<file path="config.mk">
export PLATFORM = sky130hd
export DESIGN_NAME = uart_tx
export DESIGN_NICKNAME = d
export VERILOG_FILES = /design/src/rtl/uart_pkg.sv /design/src/rtl/uart_bit_timer.sv /design/src/rtl/uart_tx.sv
export SDC_FILE = /design/constraint.sdc
export NUM_CORES = 1
export LEC_CHECK = 0
export ABC_CLOCK_PERIOD_IN_PS = 2400
export CORE_MARGIN = 8
export CORE_UTILIZATION = 56
export CTS_BUF_LIST = sky130_fd_sc_hd__clkbuf_16
export CTS_CLUSTER_SIZE = 40
export DETAILED_ROUTE_END_ITERATION = 8
export GPL_TIMING_DRIVEN = 1
export HOLD_SLACK_MARGIN = 0.15
export PLACE_DENSITY = 0.81
export SYNTH_ARGS = -nofsm -noshare
export SYNTH_HDL_FRONTEND = slang
export SYNTH_HIERARCHICAL = 1
export SYNTH_SLANG_ARGS = --single-unit
</file>
<file path="constraint.sdc">
create_clock -name clk -period 2.4 [get_ports clk]
set_clock_uncertainty 0.05 [all_clocks]
set_input_delay 0.36 -clock clk [delete_from_list [all_inputs] [get_ports clk]]
set_output_delay 0.36 -clock clk [all_outputs]
set_load 0.01 [all_outputs]
</file>
<file path="src/rtl/uart_pkg.sv">
// Shared UART definitions: state encoding, default bit timing and data width.
// Used by the transmitter now and by the receiver once it migrates.
package uart_pkg;

  localparam logic [2:0] UART_ST_IDLE   = 3'd0;
  localparam logic [2:0] UART_ST_START  = 3'd1;
  localparam logic [2:0] UART_ST_DATA   = 3'd2;
  localparam logic [2:0] UART_ST_STOP   = 3'd3;
  localparam logic [2:0] UART_ST_PARITY = 3'd4;

  localparam int unsigned UART_DEFAULT_CLKS_PER_BIT = 1250;
  localparam int unsigned UART_DATA_BITS            = 8;

  typedef enum logic [2:0] {
    IDLE   = UART_ST_IDLE,
    START  = UART_ST_START,
    DATA   = UART_ST_DATA,
    STOP   = UART_ST_STOP,
    PARITY = UART_ST_PARITY
  } uart_state_e;

endpackage

</file>
<file path="src/rtl/uart_bit_timer.sv">
// Free-running bit-period counter with synchronous clear; bit_end_o pulses
// for one cycle on the last clock of every CLKS_PER_BIT-long bit period.
module uart_bit_timer #(
  parameter int unsigned CLKS_PER_BIT = 1250
) (
  input  logic clk,
  input  logic rst,
  input  logic clear_i,
  output logic bit_end_o
);

  localparam logic [15:0] LAST_COUNT = 16'(CLKS_PER_BIT - 1);

  logic [15:0] count_q, count_d;

  assign bit_end_o = (count_q == LAST_COUNT);

  always_comb begin
    count_d = count_q + 16'd1;
    if (clear_i || bit_end_o) begin
      count_d = 16'd0;
    end
  end

  always_ff @(posedge clk) begin
    if (rst) begin
      count_q <= 16'd0;
    end else begin
      count_q <= count_d;
    end
  end

endmodule

</file>
<file path="src/rtl/uart_tx.sv">
// UART transmitter: start bit, 8 data bits LSB first, stop bit, with a
// start/busy/done handshake. Define UART_TX_PARITY_EN to insert a parity bit.
module uart_tx
  import uart_pkg::*;
#(
  parameter int unsigned CLKS_PER_BIT = UART_DEFAULT_CLKS_PER_BIT,
  parameter int unsigned DATA_BITS    = UART_DATA_BITS
`ifdef UART_TX_PARITY_EN
  ,
  parameter bit PARITY_ODD = 1'b0
`endif
) (
  input  logic       clk,
  input  logic       rst,
  input  logic       tx_start,
  input  logic [7:0] tx_data,
  output logic       tx_busy,
  output logic       tx_done,
  output logic       Rs232_tx
);

  localparam logic [2:0] LAST_IDX = 3'(DATA_BITS - 1);

  uart_state_e state_q, state_d;
  logic [2:0]  idx_q, idx_d, idx_inc;
  logic [7:0]  shift_q, shift_d;
  logic        line_q, line_d;
  logic        done_q, done_d;
  logic        bit_end;
  logic        timer_clear;

  // Holding the timer cleared while idle makes the start bit begin a fresh period.
  assign timer_clear = (state_q == IDLE);

  uart_bit_timer #(
    .CLKS_PER_BIT(CLKS_PER_BIT)
  ) u_bit_timer (
    .clk      (clk),
    .rst      (rst),
    .clear_i  (timer_clear),
    .bit_end_o(bit_end)
  );

`ifdef UART_TX_PARITY_EN
  logic parity_bit;
  assign parity_bit = (^shift_q) ^ PARITY_ODD;
`endif

  assign idx_inc  = idx_q + 3'd1;
  assign tx_busy  = (state_q != IDLE);
  assign tx_done  = done_q;
  assign Rs232_tx = line_q;

  always_comb begin
    state_d = state_q;
    idx_d   = idx_q;
    shift_d = shift_q;
    line_d  = line_q;
    done_d  = 1'b0;
    unique case (state_q)
      IDLE: begin
        line_d = 1'b1;
        if (tx_start) begin
          shift_d = tx_data;
          idx_d   = 3'd0;
          line_d  = 1'b0;
          state_d = START;
        end
      end
      START: begin
        if (bit_end) begin
          idx_d   = 3'd0;
          line_d  = shift_q[0];
          state_d = DATA;
        end
      end
      DATA: begin
        if (bit_end) begin
          if (idx_q == LAST_IDX) begin
`ifdef UART_TX_PARITY_EN
            line_d  = parity_bit;
            state_d = PARITY;
`else
            line_d  = 1'b1;
            state_d = STOP;
`endif
          end else begin
            idx_d  = idx_inc;
            line_d = shift_q[idx_inc];
          end
        end
      end
      PARITY: begin
        if (bit_end) begin
          line_d  = 1'b1;
          state_d = STOP;
        end
      end
      STOP: begin
        if (bit_end) begin
          line_d  = 1'b1;
          done_d  = 1'b1;
          state_d = IDLE;
        end
      end
      default: begin
        line_d  = 1'b1;
        state_d = IDLE;
      end
    endcase
  end

  always_ff @(posedge clk) begin
    if (rst) begin
      state_q <= IDLE;
      idx_q   <= 3'd0;
      line_q  <= 1'b1;
      done_q  <= 1'b0;
    end else begin
      state_q <= state_d;
      idx_q   <= idx_d;
      line_q  <= line_d;
      done_q  <= done_d;
    end
  end

  // The captured byte needs no reset; it is always loaded before being used.
  always_ff @(posedge clk) begin
    shift_q <= shift_d;
  end

endmodule
</file>
## Word level (Yosys, flattened, before mapping)

Cells that the tools add are included.

| storage, ports and cells | value |
|---|---|
| bits in registers | 32 |
| bits of input ports | 11 |
| word-level logic and storage cells | 55 |

| operators by class | value |
|---|---|
| add/subtract/negate cells | 2 |
| $lt $le $gt $ge | 1 |
| equality and inequality tests | 14 |
| mux-type cells | 20 |
| bitwise gates (word level) | 1 |
| reduce and logical (&&, ||, !) cells | 11 |

Operators by type and width:

| operator | count |
|---|---|
| 3-bit 2-to-1 mux | 9 |
| 16-bit by 1-bit adder with 16-bit output, second input constant | 1 |
| 16-bit by 11-bit equality test with 1-bit output, second input constant | 1 |
| 3-bit case mux with 5 select lines | 1 |
| 2-bit by 1-bit inequality test with 1-bit output, second input constant | 5 |
| 3-bit case mux with 3 select lines | 1 |
| 1-bit 2-to-1 mux | 7 |
| 3-bit by 2-bit equality test with 1-bit output, second input constant | 2 |
| 3-bit equality test, second input constant | 2 |
| 2-bit inequality test, second input constant | 3 |
| 6-bit AND reduction | 1 |
| 3-bit nonzero test | 2 |
| 2-bit OR reduction | 3 |
| 5-bit AND reduction | 1 |
| 3-bit by 4-bit less-than comparator with 1-bit output, second input constant | 1 |
| 1-bit case mux with 4 select lines | 1 |
| 3-bit by 1-bit adder with 3-bit output, second input constant | 1 |
| 1-bit binary-select mux with 3-bit select | 1 |
| 3-bit by 1-bit equality test with 1-bit output, second input constant | 1 |
| 3-bit zero test | 1 |
| 3-bit AND reduction | 1 |
| 2-bit AND reduction | 1 |
| 1-bit logical OR | 1 |
| 1-bit NOT | 1 |

## Depth between registers and ports, before layout

| logic depth | value |
|---|---|
| depth in word-level cells | 6 |
| mapped depth | 8 |

## Cells and area by module

Netlist, hierarchy kept.

Modules (own cells, without submodules):

| module | instances | cells each | area each (um2) |
|---|---|---|---|
| uart_bit_timer | 1 | 82 | 757.0 |
| uart_tx | 1 | 62 | 743.2 |

## Worst setup path before layout

No wires, ideal clock.

| timing path | value |
|---|---|
| path type | register to register |
| start | register u_bit_timer.count_q[0] |
| end | register idx_q[2] |
| setup time | 70 ps |
| arrival | 1,759 ps |
| required time | 2,280 ps |
| path slack | 522 ps |
| stages on the path, launching flop included | 8 |
| clock period less this slack | 1,878 ps |
| path through | dfxtp_1 -> ha_1 -> nor4b_1 -> and4_1 -> nor2b_1 -> nor2_1 -> or3_1 -> a21oi_1 |

| between the ends | value |
|---|---|
| word-level cells in the longest chain between the ends | 3 |
| elaborated cells on any way between the ends | 4 |
| classes of those cells | eq/ne: 3; reduce/logical: 1 |

Ends and longest elaborated chain:

| what | line | text |
|---|---|---|
| start, declared | uart_bit_timer.sv:14 | `logic [15:0] count_q, count_d;` |
| start signal, assigned | uart_bit_timer.sv:29 | `count_q <= count_d;` |
| 16-bit by 11-bit equality test with 1-bit output * | uart_bit_timer.sv:16 | `assign bit_end_o = (count_q == LAST_COUNT);` |
| via bit_end | uart_tx.sv:29 | `logic bit_end;` |
| 2-bit by 1-bit inequality test with 1-bit output (no source line) | n/a |  |
| 5-bit AND reduction (no source line) * | n/a |  |
| end signal, assigned | uart_tx.sv:121 | `idx_q <= idx_d;` |
| end, declared | uart_tx.sv:25 | `logic [2:0] idx_q, idx_d, idx_inc;` |

The timed path passes the listed nets; every way through them passes the cells marked *.
A chain may end at the register's enable or synchronous reset.

## Worst setup path after layout

Same ends and word-level chain as after synthesis.

==> flow_metrics.py <==
metrics = {
    "layout": {
        "insertedDiodeCount": 0,
        "syn2layout_area_growth_pct": 19.18,
        "fillCellCount": 194,
        "multiInputGateArea_um2": 744.5,
        "final_nets": 182,
        "layout.area.seq_um2": 700.7,
        "finalNonFillerCells": 193,
        "final_layout_size_suffix_gt1_share_pct": 9.202,
    },
    "synth": {
        "synth_area_leader_cell": "dfxtp_1",
        "synth.avg_cell_area_um2": 10.42,
        "synthTopCellsByArea": "dfxtp_1, edfxtp_1, ha_1",
        "async_flop_share_pct": 0,
        "syn_nets": 164,
        "synth_edf_count": 8,
        "synth_seq_cells": 31,
        "synth.distinct_cells": 39,
        "yosysWarnings": 6,
        "seq_area_frac_synth_pct": 46.71,
        "synth_top_area_share_pct": 30.69,
        "ys.flop_type": "dfxtp_1",
        "syn-cell-area_mm2": 0.001500,
        "synthCells": 144,
    },
    "floorplan": {
        "die_height_um": 67.76,
        "start_util_pct": 60.01,
        "die_w_um": 67.76,
        "boundaryPins": 14,
        "row_count": 18,
        "coreArea_mm2": 0.002500,
        "die_area_mm2": 0.004591,
    },
    "pwr": {
        "total_power_w": 0.001590,
        "cellLeakagePower_nw": 0.6292,
        "p_per_area_mw_per_mm2": 889.1,
        "vdd_drop_max_v": 0.0007476,
    },
    "timing": {
        "max_freq_ghz": 0.4563,
        "rsz0062_at_grt": "no",
        "min_period_ns": 2.191,
        "min_period_over_period_pct": 91.31,
        "hold_violations": 0,
        "setup_ws_ns": 0.2086,
        "setup-violations-final": 0,
        "setup_tns_ns": 0,
        "slew_headroom_pct": 62.71,
        "maxSlewViolCount": 0,
        "tightest_slew_ns": 0.5524,
    },
    "detailed_routing": {
        "routed_wl_mm": 2.752,
        "wl_per_cell_um": 14.26,
        "via_per_inst": 5.684,
        "vias": 1097,
        "drt_drc_violations_left": 0,
        "drtAntennaViolNets": 0,
        "drt_iter0_markers": 85,
        "first_pass_iters": 4,
    },
    "place": {
        "dp_hpwl_mm": 2.008,
        "gp_congestion": 0.8957,
        "port_buffers": 13,
        "post-place-ws_ns": 0.2910,
        "place_inst": 185,
    },
    "worst_setup_path": {
        "slowest_delay_ns": 0.40,
        "arrival_ns": 2.34,
        "reg2reg_slack_ns": 0.21,
        "path_cells": "ha_1, nor4b_1, and4_1, nand2b_1, o311ai_0, or3_1, a21oi_1",
        "worstPathRequired_ns": 2.55,
        "critical_path.top_delay_family": "simple AND/OR/NAND/NOR gates",
        "cp_slowest_cell": "dfxtp_1",
        "worst-path-buf-inv": 0,
        "criticalPathCategory": "reg -> reg",
        "startpoint_type": "flop",
        "end_kind": "flop",
        "critPathMaxFanout": 8,
    },
    "grt": {
        "antenna_found_initial": 0,
        "overflow": 0,
        "grt_max_degree": 17,
        "grt_pass1_wl_mm": 4.885,
        "first_global_vias": 1095,
        "grt_usage_pct": 13.84,
    },
    "clock_tree": {
        "post-cts-setup-buffer-count": 0,
        "clkTransAtPathRegs_ns": 0.05,
        "cts_resized": 0,
        "cts_max_level": 2,
        "cts_buffers": 5,
        "clock_path_buffers": 2,
        "cts-root-buf": "clkbuf_16",
        "ctsHoldBuffers": 0,
        "cts_tree": "yes",
        "clk_latency_ns": 0.27,
        "cts.sinks": 31,
    },
    "min_path": {
        "hp-class": "reg -> reg",
    },
    "job": {
        "maxCapViolCount": 0,
    },
    "status": {
        "status": "finished clean",
    },
}
layout by cell type (no fill, tap or decap), types with 2 or more instances in the layout:
cell / synthesis / layout
nand2b_1: 2 / 2
nand3_1: 4 / 4
clkbuf_16: 0 / 5
dfxtp_1: 23 / 23
edfxtp_1: 8 / 8
nor3_1: 4 / 4
a21oi_1: 5 / 5
nand2_1: 6 / 6
nor4_1: 2 / 2
o21ai_0: 5 / 5
xnor2_1: 7 / 7
buf_4: 0 / 2
ha_1: 9 / 9
mux4_1: 2 / 2
nor2_1: 21 / 21
nor4b_1: 2 / 2
inv_1: 6 / 7
nand4_1: 6 / 6
xor2_1: 5 / 5
clkdlybuf4s50_1: 0 / 13
or3_1: 3 / 3
a2111oi_0: 2 / 2
cells in the mapped netlist, types with 2 or more instances:
cell / count
a2111oi_0: 2
a21oi_1: 5
buf_2: 2
buf_6: 2
dfxtp_1: 23
edfxtp_1: 8
ha_1: 9
inv_1: 6
mux4_1: 2
nand2_1: 6
nand2b_1: 2
nand3_1: 4
nand4_1: 6
nor2_1: 21
nor3_1: 4
nor4_1: 2
nor4b_1: 2
o21ai_0: 5
or3_1: 3
xnor2_1: 7
xor2_1: 5
final timing paths:
path                     startpoint                     end  depth (start not counted)
min          u_bit_timer/count_q[0]  u_bit_timer/count_q[0]                          1
min reg2reg  u_bit_timer/count_q[0]  u_bit_timer/count_q[0]                          1
max reg2reg  u_bit_timer/count_q[0]                idx_q[2]                          7
max          u_bit_timer/count_q[0]                idx_q[2]                          7
layout make-up:
class,count,area share [%]
multi-input cells,103,41.64
flip-flops and latches,31,39.19
repair buffers,15,8.118
clock buffers,5,6.998
well taps,30,2.099
inverters,6,1.260
clock inverters,3,0.6998
cells by family (layout without fill, tap and decap cells):
family,Yosys count,count (layout),synth area share (%)
simple gates,60,60,22.35
compound gates,18,18,7.840
buf+inv,10,29,3.670
fa+ha+maj,9,9,7.506
flops,31,31,46.71
mux,4,4,4.921
xor+xnor,12,12,7.006
per-stage QoR:
step                hold WS [ns]  util (%)  cell area (um^2)
CTS                       0.4357     71.52              1788
global placement          0.4086     66.02              1650
finish                    0.4363     71.52              1788
global route              0.4803     71.52              1788
floorplan                 0.3953         -              1500
detailed placement        0.4182     66.02              1650
layer usage:
| metal | global-route usage, % | wire (um) |
|---|---|---|
| met1 | 17.32 | 1316 |
| met2 | 21.07 | 1254 |
| met3 | 4.801 | 139 |
| met4 | 6.005 | 42 |
| met5 | 0 | 0 |
registers in the layout, summed over array words and instances, names as in the netlist:
signal,flops
u_bit_timer/count_q,16
shift_q,8
tx_done,1
state_q,2
idx_q,3
Rs232_tx,1
where the power goes:
group          leakage, nW  switching [W]  internal [W]
Sequential           0.262      0.0000378      0.000608
Combinational        0.294       0.000212      0.000156
Clock               0.0724       0.000202      0.000373
Total                0.629       0.000452       0.00114
Power figures use the tool's default switching activity.
